### src/rtl/reg_file_sb.sv
// Parametrised register file with same-cycle write bypass, per-register pending
// scoreboard and a post-reset clear sequencer. Optional macro: RF_ZERO_REG_EN.
module reg_file_sb #(
    parameter int WIDTH = 16,
    parameter int DEPTH = 8,
    parameter int NRD   = 2,
    localparam int AW   = $clog2(DEPTH)
) (
    input  logic                 CLK,
    input  logic                 RST_N,
    input  logic [NRD*AW-1:0]    RADDR,
    output logic [NRD*WIDTH-1:0] RDATA,
    output logic [NRD-1:0]       BUSY,
    input  logic                 WEN,
    input  logic [AW-1:0]        WADDR,
    input  logic [WIDTH-1:0]     WDATA,
    input  logic                 ISSUE,
    input  logic [AW-1:0]        ISSUE_DST,
    output logic                 READY,
    output logic                 ANY_PEND
);

    typedef enum logic {
        ST_CLEAR,
        ST_RUN
    } state_t;

    state_t           state;
    state_t           state_next;
    logic [AW-1:0]    clr_ptr;
    logic [WIDTH-1:0] reg_arr [DEPTH];
    logic [DEPTH-1:0] pending;
    logic             wen_eff;
    logic             issue_eff;
    logic [AW-1:0]    rd_addr;

    // NOTE: every variable assigned in always_comb gets a default first, so no path can infer a latch.
    always_comb begin
        state_next = state;
        if (state == ST_CLEAR && clr_ptr == AW'(DEPTH - 1)) begin
            state_next = ST_RUN;
        end
    end

    // NOTE: sequential state uses non-blocking assignments so all flops update from pre-edge values.
    always_ff @(posedge CLK) begin
        if (!RST_N) begin
            state   <= ST_CLEAR;
            clr_ptr <= '0;
        end else begin
            state <= state_next;
            if (state == ST_CLEAR) begin
                clr_ptr <= clr_ptr + 1'b1;
            end
        end
    end

    assign READY = (state == ST_RUN);

`ifdef RF_ZERO_REG_EN
    assign wen_eff   = READY && WEN && (WADDR != '0);
    assign issue_eff = READY && ISSUE && (ISSUE_DST != '0);
`else
    assign wen_eff   = READY && WEN;
    assign issue_eff = READY && ISSUE;
`endif

    // NOTE: the array has no reset branch; the clear sequencer zeroes it one entry per cycle instead.
    always_ff @(posedge CLK) begin
        if (RST_N) begin
            if (state == ST_CLEAR) begin
                reg_arr[clr_ptr] <= '0;
            end else if (wen_eff) begin
                reg_arr[WADDR] <= WDATA;
            end
        end
    end

    // Issue is applied after writeback so a same-cycle new producer leaves the bit set.
    always_ff @(posedge CLK) begin
        if (!RST_N) begin
            pending <= '0;
        end else begin
            if (wen_eff) begin
                pending[WADDR] <= 1'b0;
            end
            if (issue_eff) begin
                pending[ISSUE_DST] <= 1'b1;
            end
        end
    end

    assign ANY_PEND = |pending;

    always_comb begin
        RDATA   = '0;
        BUSY    = '0;
        rd_addr = '0;
        for (int k = 0; k < NRD; k++) begin
            rd_addr = RADDR[k*AW +: AW];
            if (READY) begin
                if (wen_eff && WADDR == rd_addr) begin
                    RDATA[k*WIDTH +: WIDTH] = WDATA;
                end else begin
                    RDATA[k*WIDTH +: WIDTH] = reg_arr[rd_addr];
                    BUSY[k]                 = pending[rd_addr];
                end
`ifdef RF_ZERO_REG_EN
                if (rd_addr == '0) begin
                    RDATA[k*WIDTH +: WIDTH] = '0;
                    BUSY[k]                 = 1'b0;
                end
`endif
            end
        end
    end

endmodule

### config.mk
export PLATFORM = sky130hd
export DESIGN_NAME = reg_file_sb
export DESIGN_NICKNAME = d
export VERILOG_FILES = /design/src/rtl/reg_file_sb.sv
export SDC_FILE = /design/constraint.sdc
export NUM_CORES = 1
export LEC_CHECK = 0
export CELL_PAD_IN_SITES_DETAIL_PLACEMENT = 1
export CELL_PAD_IN_SITES_GLOBAL_PLACEMENT = 2
export CORE_AREA = 4 4 194 102
export DETAILED_ROUTE_END_ITERATION = 12
export DIE_AREA = 0 0 198 106
export GPL_TIMING_DRIVEN = 0
export HOLD_SLACK_MARGIN = 0.08
export PLACE_DENSITY = 0.76
export SLEW_MARGIN = 20
export SYNTH_ARGS = -nofsm -noshare
export SYNTH_HDL_FRONTEND = slang
export SYNTH_SLANG_ARGS = --single-unit
### constraint.sdc
create_clock -name CLK -period 2.7 [get_ports CLK]
set_clock_uncertainty 0.15 [all_clocks]
set_input_delay 0.54 -clock CLK [delete_from_list [all_inputs] [get_ports CLK]]
set_output_delay 0.54 -clock CLK [all_outputs]
set_load 0.05 [all_outputs]
==> results of run 1 <==
[area by class of cell]
cell class,count,area [um2]
fillers,1691,7870
flip-flops and latches,140,4090
multi-input cells,329,3620
repair buffers,85,993
plain buffers,43,524
clock buffers,19,433
well taps,240,300
clock inverters,13,214
inverters,2,7.51
[synth_stat cells]
cell / number
o21ai_1: 26
dfxtp_1: 12
nand2b_1: 3
or2_2: 2
and2_1: 16
or4_1: 2
nand3_1: 4
o21ai_0: 13
o21a_1: 1
a21boi_0: 8
mux2i_1: 66
nor2_1: 13
a21oi_1: 62
and3_1: 3
edfxtp_1: 128
mux4_2: 38
nor3b_1: 3
nor4_1: 2
nand2_1: 15
ha_1: 2
buf_4: 2
nor2b_1: 6
clkbuf_1: 18
o31ai_1: 2
nor3_1: 1
buf_1: 2
buf_6: 7
buf_2: 17
a31oi_1: 4
inv_1: 2
xor2_1: 6
o22ai_1: 31
[power by group]
group	leakage, uW	internal (uW)	switching (uW)
Sequential	0.00115	2410	36.0
Clock	0.000309	1650	960
Combinational	0.00187	265	367
Total	0.00333	4330	1360
[routing by layer]
| layer | global-route usage, % | share of wire (%) |
|---|---|---|
| met3 | 5.00 | 6.4 |
| met1 | 37.8 | 48 |
| met5 | 0 | 0 |
| met2 | 37.6 | 45 |
| met4 | 5.60 | 0.85 |
[flip-flops by register name, summed over array words and instances (netlist names)]
name     cells
reg_arr    128
READY        1
clr_ptr      3
pending      8
[through the flow]
stage	util, %	setup slack (ns)	total power (uW)
floorplan	-	-0.145	2810
global placement	46.5	-1.73	2980
detailed placement	46.9	-1.72	3010
CTS	56.1	-0.146	5690
global route	56.4	-0.174	5850
finish	56.4	-0.145	5690
[how the worst min path moves through the flow]
stage,from,to,depth (start not counted)
floorplan,pending[4]$_SDFF_PN0_,pending[4]$_SDFF_PN0_,2
global placement,pending[0]$_SDFF_PN0_,pending[0]$_SDFF_PN0_,2
detailed placement,pending[0]$_SDFF_PN0_,pending[0]$_SDFF_PN0_,2
CTS,WADDR[1],pending[0]$_SDFF_PN0_,3
global route,WADDR[1],pending[0]$_SDFF_PN0_,3
finish,WADDR[1],pending[0]$_SDFF_PN0_,3
[timing repair]
item,in CTS,in global routing
pin swaps,17,12
gates resized for setup,424,30
cloned,3,0
setup buffers,18,0
hold buffers,0,0
setup endpoints to repair,162,139
[cell families after synthesis]
logic type	after synthesis
AOI/OAI and AO/OA	147
DFF	140
muxes	104
and+or+nand+nor	70
buffers and inverters	48
xor gates and xnor gates	6
adders and majority gates	2
[worst max-delay path, stage by stage]
cell and delay (ns):
buf_8 0.10, xor2_1 0.15, or4_4 0.55, buf_12 0.17
buf_12 0.12, buf_12 0.15, o21ai_4 0.14, a21oi_4 0.05
buf_6 0.16
==> flow_summary.ini, run 1 <==
[route]
drtPass1Iterations = 5
final_antenna_net_count = 0
drc = 0
drtIter0Drc = 431
totalWireLength_um = 25600
vias_per_cell = 6.02
vias = 5244
routedWlPerCell_um = 29.4

[clock_network]
numCtsBuffers = 17
root_buffer = clkbuf_16
htreeDepth = 4
cts_tree = yes
clk_pin_slew_worst_paths_ns = 0.06
clk_latency_ns = 0.43
clockBufferDepth = 2
clock_sinks = 140

[logic_synthesis]
muxShareOfSynthArea_pct = 21.3
synth_top_family_by_area = multiplexers
synth_top_area_share_pct = 54.0
synthTopCellsByArea = edfxtp_1 54%, mux4_2 12%, mux2i_1 9.3%
ys_seq_elements = 140
synth_compound_area_share_pct = 11.3
syn_inst = 517
synth-adder-area-share_pct = 0.352
synth_xor_area_share_pct = 0.739
synth_cell_types = 32
synth_nets = 551
synth_simple_gate_area_share_pct = 5.17
yosysTopAreaCell = edfxtp_1
syn_area_mm2 = 0.00711
synth_warnings = 0
syn_avg_cell_area_um2 = 13.8
ys_seq_area_share_pct = 57.4

[setup_path]
cp-startpoint = RADDR[0]
reg2regPathDepth = 6
timing.rr.start = READY$_SDFFE_PN0P_
r2r_slack_ns = 0.29
endpoint = RDATA[2]
start_kind = primary input
critPathKind = in2out
crit_fanout = 6
setup.worst_path.end_class = output pin
arrival_ns = 2.15
rr_endpoint = reg_arr[0][8]$_DFFE_PP_
critPathRequiredTime_ns = 2.01

[final_layout]
final_common_cell = edfxtp_1
fin_nets = 652
drive_above_1_share_pct = 43.3
final_cell_mix = 128 x edfxtp_1, 64 x mux2i_1, 38 x mux4_2
final_cell_count_no_fill = 871
diodes = 0
syn_to_final_growth_pct = 43.1
design_area_mm2 = 0.0102

[floorplan]
fp-row-count = 35
core-area_mm2 = 0.0180
die_x_um = 198
num_io_pins = 68
die_h_um = 106
start_util_pct = 39.4
dieArea_mm2 = 0.0210

[sta]
slew_headroom_pct = 46.5
max_freq_mhz = 352
min_period_ns = 2.84
rsz0062_at_grt = true
whs_ns = 0.371
tightest_slew_ns = 0.797
setup_viol = 30
final_hold_viol_count = 0
fin_tns_setup_ns = -1.31
layout_setup_ws_ns = -0.145
period_share_pct = 105
finalMaxSlewViolations = 0

[status]
violations = negative setup slack
status = finished with violations

[place]
placed_area_mm2 = 0.00847
place.gp.congestion = 0.839
dpl.hpwl_um = 17100
dp.cells = 822
io_buffers = 62

[global_route]
antenna_found_initial = 0
grt_pass1_vias = 5576
grt_pass1_wl_um = 37600
grt_max_degree = 17
grtUsageTotal_pct = 25.1
grt.overflow.total = 0

[min_path]
hold_path_class = in2reg

[power_and_ir_drop]
power_density_mw_per_mm2 = 559
p_leak_uw = 0.00333
peakVddDrop_uv = 487

[flow_run]
max_cap_violations = 0
(Power assumes the default switching activity.)
==> run 2, diff against run 1 <==
Settings changed: GPL_ROUTABILITY_DRIVEN from default to 0.
==> results of run 2 <==
The final DEF is identical to that of run 1; final timing and power are the same.
==> run 3, diff against run 2 <==
Settings changed: CORE_AREA 4 4 194 102 to 2 2 112 169, DIE_AREA 0 0 198 106 to 0 0 114 171, RECOVER_POWER from default to 100.
==> flow_summary.ini, run 3 (synthesized netlist as in run 1, its figures left out) <==
[route]
vias_per_cell = 6.11
vias = 5242
drc = 0
final_antenna_net_count = 0
drtPass1Iterations = 7
drtIter0Drc = 224
totalWireLength_um = 25200
routedWlPerCell_um = 29.4

[setup_path]
critPathKind = in2out
critPathMaxStageDelay_ns = 0.56
start_kind = primary input
arrival_ns = 2.08
crit_chain = buf_8 > xor2_1 > or4_4 > buf_12 > buf_16 > o21ai_4 > a21oi_4 > buf_6
critPathRequiredTime_ns = 2.01
slowest_stage = or4_4
crit_fanout = 8
setup.worst_path.end_class = output pin

[power_and_ir_drop]
peakVddDrop_uv = 404
p_leak_uw = 0.00333
power_density_mw_per_mm2 = 540
power_uw = 5510

[clock_network]
root_buffer = clkbuf_16
clockBufferDepth = 2
clk_pin_slew_worst_paths_ns = 0.06
cts_tree = yes
clock_sinks = 140
numCtsBuffers = 17
htreeDepth = 4
ctsHoldBuffers = 0
clk_latency_ns = 0.43

[global_route]
grtUsageTotal_pct = 26.5
antenna_found_initial = 0
grt_max_degree = 17
grt_pass1_wl_um = 36600
grt.overflow.total = 0
grt_pass1_vias = 5936

[floorplan]
num_io_pins = 68
die_x_um = 114
start_util_pct = 39.2
core-area_mm2 = 0.0182
dieArea_mm2 = 0.0195
die_h_um = 171
fp-row-count = 61

[sta]
final_hold_viol_count = 0
period_share_pct = 102
layout_setup_ws_ns = -0.0653
setup_viol = 29
finalMaxSlewViolations = 0
max_freq_mhz = 362
slew_headroom_pct = 48.2
rsz0062_at_grt = true
tightest_slew_ns = 0.771
min_period_ns = 2.77

[min_path]
hold_path_class = in2reg

[final_layout]
final_cell_mix = 128 x edfxtp_1, 64 x mux2i_1, 39 x buf_6
regArea_mm2 = 0.00409
nFillCells = 1698
syn_to_final_growth_pct = 43.5
final_common_cell = edfxtp_1
drive_above_1_share_pct = 45.3
diodes = 0
final_core_util_pct = 56.2
regMostFlops = reg_arr
multiInputGateArea_mm2 = 0.00367
fin_nets = 659
reg.largest.list = reg_arr (128), pending (8), clr_ptr (3)
largest_register_ffs = 128

[flow_run]
max_cap_violations = 0

[status]
status = finished with violations
violations = negative setup slack

[place]
dpl.hpwl_um = 16200
io_buffers = 62
[run 3: cell types whose count changed in the layout (fill, tap and decap cells not counted), moves of 4 or more]
cell and delta:
and2_1 -7, buf_6 +4, a21oi_1 -5, a21oi_2 +7, buf_12 -6, and2_0 +7
[run 3: critical path, delay by kind of cell]
| kind | cells | cell delay [ns] |
|---|---|---|
| AO/OA/AOI/OAI | 2 | 0.20 |
| XOR/XNOR | 1 | 0.17 |
| buffers and inverters | 4 | 0.59 |
| AND/OR/NAND/NOR | 1 | 0.56 |
[run 3: stage by stage]
step | setup TNS [ns] | hold WS, ns | area [um2] | worst slack, ns | instances
floorplan | -17.31 | 0.324 | 7470 | -0.145 | 517
global placement | -249.71 | 0.355 | 8360 | -1.68 | 799
detailed placement | -148.15 | 0.368 | 8460 | -1.77 | 803
CTS | -0.147 | 0.352 | 10100 | -0.0255 | 852
global route | -2.16 | 0.386 | 10200 | -0.0847 | 858
finish | -0.928 | 0.364 | 10200 | -0.0653 | 858
[run 3: final cells by class]
| cell class | instances | share of cell area (%) |
|---|---|---|
| plain buffers | 44 | 5.60 |
| clock buffers | 18 | 4.20 |
| clock inverters | 14 | 1.64 |
| inverters | 2 | 0.0735 |
| multi-input cells | 329 | 35.9 |
| flip-flops and latches | 140 | 40.0 |
| well taps | 220 | 2.70 |
| repair buffers | 91 | 9.86 |
[run 3: per-layer routing]
layer	track usage, %	routed length, um	share of wire [%]
met1	28.9	9190	36
met2	49.9	13900	55
met3	4.43	1100	4.4
met4	11.3	955	3.8
met5	0	0	0
[run 3: power by group]
| group | internal (uW) | total (uW) | leakage, uW | switching (uW) |
|---|---|---|---|---|
| Sequential | 2410 | 2450 | 0.00115 | 39.0 |
| Combinational | 279 | 655 | 0.00191 | 376 |
| Clock | 1450 | 2400 | 0.000276 | 953 |
| Total | 4140 | 5510 | 0.00333 | 1370 |
[run 3: path summary, 6_finish.rpt]
| kind | from | endpoint | slack [ns] | depth (start not counted) |
|---|---|---|---|---|
| hold / removal | WADDR[0] | pending[0]$_SDFF_PN0_ | 0.36 | 3 |
| setup / recovery | RADDR[4] | RDATA[27] | -0.07 | 8 |
| setup reg to reg | READY$_SDFFE_PN0P_ | reg_arr[0][15]$_DFFE_PP_ | 0.32 | 7 |
| hold reg to reg | pending[1]$_SDFF_PN0_ | pending[1]$_SDFF_PN0_ | 0.38 | 2 |
[run 3: what timing repair did]
item                                    4_1_cts  5_1_grt
buffers inserted                             14        7
endpoints found under the setup margin      162       71
pin swaps                                    11        8
cloned                                        4        0
resized for setup                           452       24
